<file path="src/rtl/sdiv16.sv">
// ---------------------------------------------------------------------------
// sdiv16 : sequential signed WIDTH-by-WIDTH integer divider
//
// Produces a truncating (C-style) quotient and remainder. The magnitudes are
// divided by a restoring shift/subtract loop, one quotient bit per clock, and
// the signs are applied when the results are registered. The handshake
// (start/busy/irq/ack) matches the companion Booth multiplier.
//
// Optional build macro:
//   SDIV_EARLY_ZERO_EN - a zero divisor skips the iteration loop and
//                        finalizes on the first RUN edge (same results).
//
// Ports:
//   clk          global clock
//   reset        synchronous, active-high reset
//   start        rising edge launches a division (IDLE only)
//   ack          clears irq and busy while waiting for acknowledge
//   irq_enable   sampled at finalize; 1 = hold busy/irq until ack
//   data_a       signed dividend (latched at launch)
//   data_b       signed divisor  (latched at launch)
//   busy         division in progress or awaiting ack
//   irq          completion interrupt
//   quotient     signed quotient, held until the next finalize
//   remainder    signed remainder (sign of dividend), held likewise
//   div_by_zero  last completed division had a zero divisor
// ---------------------------------------------------------------------------
module sdiv16 #(
  parameter int WIDTH = 16
) (
  input  logic             clk,
  input  logic             reset,
  input  logic             start,
  input  logic             ack,
  input  logic             irq_enable,
  input  logic [WIDTH-1:0] data_a,
  input  logic [WIDTH-1:0] data_b,
  output logic             busy,
  output logic             irq,
  output logic [WIDTH-1:0] quotient,
  output logic [WIDTH-1:0] remainder,
  output logic             div_by_zero
);

  localparam int CW = $clog2(WIDTH) + 1;

  // The state encoding is exactly {busy, irq}, so both outputs come
  // straight from the state register.
  typedef enum logic [1:0] {
    IDLE     = 2'b00,
    RUN      = 2'b10,
    WAIT_ACK = 2'b11
  } state_t;

  state_t state, state_next;

  logic             start_prev;
  logic             start_posedge;
  logic             launch, step, finalize;
  logic             iter_done;
  logic [CW-1:0]    count;
  logic             sign_a, sign_b, zero;
  logic [WIDTH-1:0] a_latched;
  logic [WIDTH-1:0] divisor;
  logic [WIDTH-1:0] dividend;
  logic [WIDTH-1:0] rem;
  logic [WIDTH-1:0] quo;
  logic [WIDTH-1:0] rem_shift;
  logic             rem_fits;

  assign busy = state[1];
  assign irq  = state[0];

  assign start_posedge = start & ~start_prev;

  // The partial remainder is always below the divisor (at most 0x8000), so
  // its top bit is clear and the shift never loses information.
  assign rem_shift = {rem[WIDTH-2:0], dividend[WIDTH-1]};
  assign rem_fits  = (rem_shift >= divisor);

`ifdef SDIV_EARLY_ZERO_EN
  assign iter_done = zero || (count == CW'(WIDTH));
`else
  assign iter_done = (count == CW'(WIDTH));
`endif

  always_ff @(posedge clk) begin
    if (reset) state <= IDLE;
    else       state <= state_next;
  end

  // Next-state logic plus the one-cycle strobes that steer the datapath.
  always_comb begin
    state_next = state;
    launch     = 1'b0;
    step       = 1'b0;
    finalize   = 1'b0;
    case (state)
      IDLE: begin
        if (start_posedge) begin
          launch     = 1'b1;
          state_next = RUN;
        end
      end
      RUN: begin
        if (iter_done) begin
          finalize   = 1'b1;
          state_next = irq_enable ? WAIT_ACK : IDLE;
        end else begin
          step = 1'b1;
        end
      end
      WAIT_ACK: begin
        if (ack) state_next = IDLE;
      end
      default: state_next = IDLE;
    endcase
  end

  // Datapath: operand capture, one restoring iteration per step, and sign
  // correction when the results are registered.
  always_ff @(posedge clk) begin
    if (reset) begin
      start_prev  <= 1'b0;
      count       <= '0;
      sign_a      <= 1'b0;
      sign_b      <= 1'b0;
      zero        <= 1'b0;
      a_latched   <= '0;
      divisor     <= '0;
      dividend    <= '0;
      rem         <= '0;
      quo         <= '0;
      quotient    <= '0;
      remainder   <= '0;
      div_by_zero <= 1'b0;
    end else begin
      start_prev <= start;
      if (launch) begin
        sign_a    <= data_a[WIDTH-1];
        sign_b    <= data_b[WIDTH-1];
        zero      <= (data_b == '0);
        a_latched <= data_a;
        dividend  <= data_a[WIDTH-1] ? -data_a : data_a;
        divisor   <= data_b[WIDTH-1] ? -data_b : data_b;
        rem       <= '0;
        quo       <= '0;
        count     <= '0;
      end
      if (step) begin
        rem      <= rem_fits ? (rem_shift - divisor) : rem_shift;
        quo      <= {quo[WIDTH-2:0], rem_fits};
        dividend <= {dividend[WIDTH-2:0], 1'b0};
        count    <= count + CW'(1);
      end
      if (finalize) begin
        if (zero) begin
          quotient    <= '1;
          remainder   <= a_latched;
          div_by_zero <= 1'b1;
        end else begin
          quotient    <= (sign_a ^ sign_b) ? -quo : quo;
          remainder   <= sign_a ? -rem : rem;
          div_by_zero <= 1'b0;
        end
      end
    end
  end

endmodule

</file>
<file path="config.mk">
export PLATFORM = sky130hd
export DESIGN_NAME = sdiv16
export DESIGN_NICKNAME = d
export VERILOG_FILES = /design/src/rtl/sdiv16.sv
export SDC_FILE = /design/constraint.sdc
export NUM_CORES = 1
export LEC_CHECK = 0
export CAP_MARGIN = 20
export CORE_ASPECT_RATIO = 1.1
export CORE_UTILIZATION = 39
export DETAILED_ROUTE_END_ITERATION = 8
export GPL_TIMING_DRIVEN = 0
export RECOVER_POWER = 25
export SLEW_MARGIN = 15
export SYNTH_ARGS = -nofsm -noshare
export SYNTH_HDL_FRONTEND = slang
export SYNTH_SLANG_ARGS = --single-unit
</file>
<file path="constraint.sdc">
create_clock -name clk -period 6 [get_ports clk]
set_input_delay 1.2 -clock clk [delete_from_list [all_inputs] [get_ports clk]]
set_output_delay 1.2 -clock clk [all_outputs]
set_load 0.1 [all_outputs]
</file>
* Yosys cells after proc, flatten, opt, wreduce, memory -nomap -nowiden
Index checks and enable logic that the tools add are counted.
** Cells by class
- Bitwise operators :: 3
- Muxes and demuxes :: 26
- Magnitude comparators :: 1
- Eq/ne operators :: 6
- Add/subtract/negate cells :: 6
- Reduce and logical (&&, ||, !) cells :: 5
** Operators with widths (number)
- $mux 16 :: 12
- $neg 16->16 :: 4
- $ge 16x16->1 :: 1
- $logic_not 16->1 :: 1
- $sub 16x16->16 :: 1
- $mux 5 :: 2
- $mux 2 :: 4
- $mux 1 :: 7
- $ne 2x2->1 const B :: 3
- $pmux 2 s3 :: 1
- $add 5x1->5 const B :: 1
- $eq 5x5->1 const B :: 1
- $eq 2x2->1 const B :: 2
- $reduce_and 3->1 :: 1
- $logic_not 2->1 :: 1
- $reduce_bool 2->1 :: 1
- $reduce_or 2->1 :: 1
- $and 1x1->1 :: 1
- $not 1->1 :: 1
- $xor 1x1->1 :: 1
** Storage, ports and cells
- Output and inout port bits :: 35
- Register bits after elaboration :: 124
- Input bits :: 37
- Word-level logic and storage cells :: 62

* Logic depth before layout (Yosys ltp)
- Depth in word-level cells :: 6
- Gate-level depth with buffers :: 11
- Mapped depth without buffers :: 9

* Least setup slack after synthesis
OpenSTA, ideal clock, no wires.
- Path kind :: in2reg
- From :: input port data_b[4]
- To :: register divisor[14]
- Arrival :: 2586 ps
- Required time :: 5914 ps
- Stages on the path :: 6
- Setup time :: 86 ps
- Path buffers :: 0
- Setup slack :: 3329 ps
- Path through :: nor4_1 nand2_1 or3_1 o21ai_0 xor2_1 a211oi_1
** Between the ends
- Longest elaborated chain between the ends :: 2
** Ends and longest elaborated chain
- from (decl) :: line 36 : input logic [WIDTH-1:0] data_b,
- $neg 16->16 :: line 144 : divisor <= data_b[WIDTH-1] ? -data_b : data_b;
- $mux 16 :: line 144
- to (signal assigned) :: line 144
- to (decl) :: line 63 : logic [WIDTH-1:0] divisor;
Every way passes these cells.
A chain may end at the register's enable or synchronous reset.

* Worst setup path in the final report
- From :: input port start
- To :: register dividend[2]
** Between the ends
- Longest elaborated chain between the ends :: 4
** Ends and longest elaborated chain
- from (decl) :: line 32 : input logic start,
- $and 1x1->1 :: line 73 : assign start_posedge = start & ~start_prev;
- $mux 1 :: line 99 : if (start_posedge) begin
- $mux 1 :: line 97 : case (state)
- $reduce_bool 2->1 (no line)
- to (signal assigned) :: line 143 : dividend <= data_a[WIDTH-1] ? -data_a : data_a;
- to (signal assigned) :: line 152 : dividend <= {dividend[WIDTH-2:0], 1'b0};
- to (decl) :: line 64 : logic [WIDTH-1:0] dividend;
Every way passes these cells.

==> metrics <==
hold crit path type flip-flop to flip-flop; Final GP Congestion 0.851; Mapped Area 6980 um^2; synthesis-to-layout area growth 23.0%; number of antenna violations at the first check in global routing 0; final number of max-transition violations 0; Pleak 3.11 nW; clock network latency to the later pin of the worst-skew pair about 0.43 ns; worst hold path stage count 2; placed cell count 1,191; FF-to-FF setup slack 3.28 ns; TritonCTS clock tree yes; hpwl dp 15.8 mm; part of the Yosys area used for sequential elements 0.353; worst max-slew margin expressed relative to the limit 0.283; most common library cell in the layout ignoring fill and taps nand2_1; post-CTS setup buffer count 0; Min-Delay Endpoint remainder[12]; number of antenna-violating nets in the routed design 0; highest-count cells in the layout ignoring fill and taps nand2_1 (139), dfxtp_1 (123), a21oi_1 (80); crit path DAT 3.59 ns; clock tree root driver cell clkbuf_16; CTS sink cnt 123; run status complete, no violations; die span in x 130 um; DR pass1 iterations 5; initial detailed-routing violation count 394; floorplan row count 50; Syn Nets around 950; Top FF cell, synth dfxtp_1; worst clock skew on the final layout 0.00818 ns; power per standard cell area roughly 300 nW/um^2; element type at the critical path start input pin; maximum number of pins on one net before global-route repair 17; synth unique cells 67; vias in the first global route between 6,000 and 7,000; Die Footprint approximately 18,000 um^2; depth of the most critical reg-to-reg path 10; fraction of the cycle the final worst path needs 0.550; top-level port count 72; number of vias after detailed routing between 6,000 and 7,000; final setup slack of the worst path 2.70 ns; critical setup path kind input pin to flip-flop; wire per inst 17.0 um; Setup Total Neg Slack 0 ns; async set or reset register ratio after synthesis 0; shortest period the worst path allows 3.30 ns; Die H 142 um; launch point of the worst hold path remainder[12]; instance area after placement ~8000 um^2; max_cap viols 0; yosys synthesis warning count 0; area of the placeable core 17,300 um^2; Overall Global Routing Usage 0.238; CTS Buf Count 17; worst-case vdd ir drop between 0.2 and 0.25 mV; Crit. Startpoint start; wire length of the first global-routing pass 33.6 mm; syn avg cell area between 7 and 8 um^2; Congestion Overflow GR 0; CTS HTree Levels 4; initial core utilization 0.404; Max Fanout on Critical Path 10; number of endpoints with negative hold slack in the final report 0; overall power after layout about 2.6 mW; worst slack at placement 2.30 ns; share of cells above drive strength 1 0.0556; Cells after Synth 888; number of nets in the layout 1,036; required time worst endpoint 6.29 ns; post-route DRC violation count 0; number of buffers between clock root and the deepest sink 2; detailed-route wire length roughly 21 mm; Finished Layout Cells 1,223; number of buffers added to fix hold violations after cts 0; unrepaired setup endpoints after global routing false; number of register bits inferred by synthesis ~120; f_max slightly above 300 MHz; Worst setup EP type flip-flop; number of enable flip-flop cells after synthesis 0; capturing point of the worst reg2reg path rem[14]; final std cell area, no fill 8580 um^2; Least-Margin Pin Slew 1.07 ns; average vias per placed instance 5.45; start of the worst register-to-register path rem[9]; Final setup viols 0; input/output buffers 69; clock-pin slew on the worst setup and hold paths 0.06 ns; post-cts sizing count 0; Antenna diodes 0
[worst max-delay path, cell delays in order]
cell and delay, ns:
clkdlybuf4s50_1 0.47, nand2b_1 0.08, nor3_1 0.82, nor2_1 0.33
clkbuf_1 0.33, a221oi_1 0.30, nor2_1 0.06
[where the power goes]
part           total, mW  switching (mW)  internal, mW
clock network       1.12           0.404         0.715
logic              0.584           0.356         0.228
registers          0.890          0.0353         0.855
[layer usage]
metal  share of wire  global-route usage
met5               0                   0
met2            0.49               0.423
met3           0.034              0.0455
met1            0.45               0.288
met4           0.018              0.0722
[final cells by class]
cell class	count	area (um^2)
Inverter	31	116
Sequential cell	123	2460
Clock inverter	14	208
Buffer	56	220
Timing Repair Buffer	69	691
Tap cell	234	293
Clock buffer	18	439
Fill cell	1772	8690
Multi-Input combinational cell	678	4150
[through the flow]
step,hold slack [ns],utilization
2_1_floorplan,0.431,-
3_3_place_gp,0.442,0.461
3_5_place_dp,0.449,0.461
4_1_cts,0.458,0.498
5_1_grt,0.480,0.497
6_report,0.453,0.497
[cells in the mapped netlist, types with 22 or more instances]
master | number | area share
nand2_1 | 139 | 0.075
dfxtp_1 | 123 | 0.35
a21oi_1 | 80 | 0.057
nor2_1 | 70 | 0.038
o21ai_0 | 50 | 0.036
clkbuf_1 | 43 | 0.023
xnor2_1 | 36 | 0.045
inv_1 | 31 | 0.017
nand3_1 | 31 | 0.022
nor3_1 | 25 | 0.018
xor2_1 | 24 | 0.030
ha_1 | 22 | 0.039
[how the worst max path moves through the flow]
stage / end / slack, ns
floorplan: divisor[14] / 3.33
global placement: dividend[2] / 2.30
detailed placement: dividend[2] / 2.30
CTS: dividend[2] / 2.75
global route: dividend[2] / 2.51
finish: dividend[2] / 2.70
[cell families (layout without fill, tap and decap cells)]
group,count (synthesis),in the layout,synth area share
AOI/OAI and AO/OA,246,246,0.235
xor gates and xnor gates,60,60,0.0753
adders and majority gates,23,23,0.0423
buffers and inverters,87,188,0.0484
DFF,123,123,0.353
muxes,16,16,0.0233
and+or+nand+nor,333,333,0.223
[state kept, by name, indices dropped and copies added, names as in the netlist]
register	count
dividend	16
state	2
sign_b	1
sign_a	1
a_latched	15
remainder	16
quotient	16
rem	16
count	5
start_prev	1
divisor	16
quo	16
div_by_zero	1
zero	1
No activity file was read; power rests on OpenSTA's default activity.
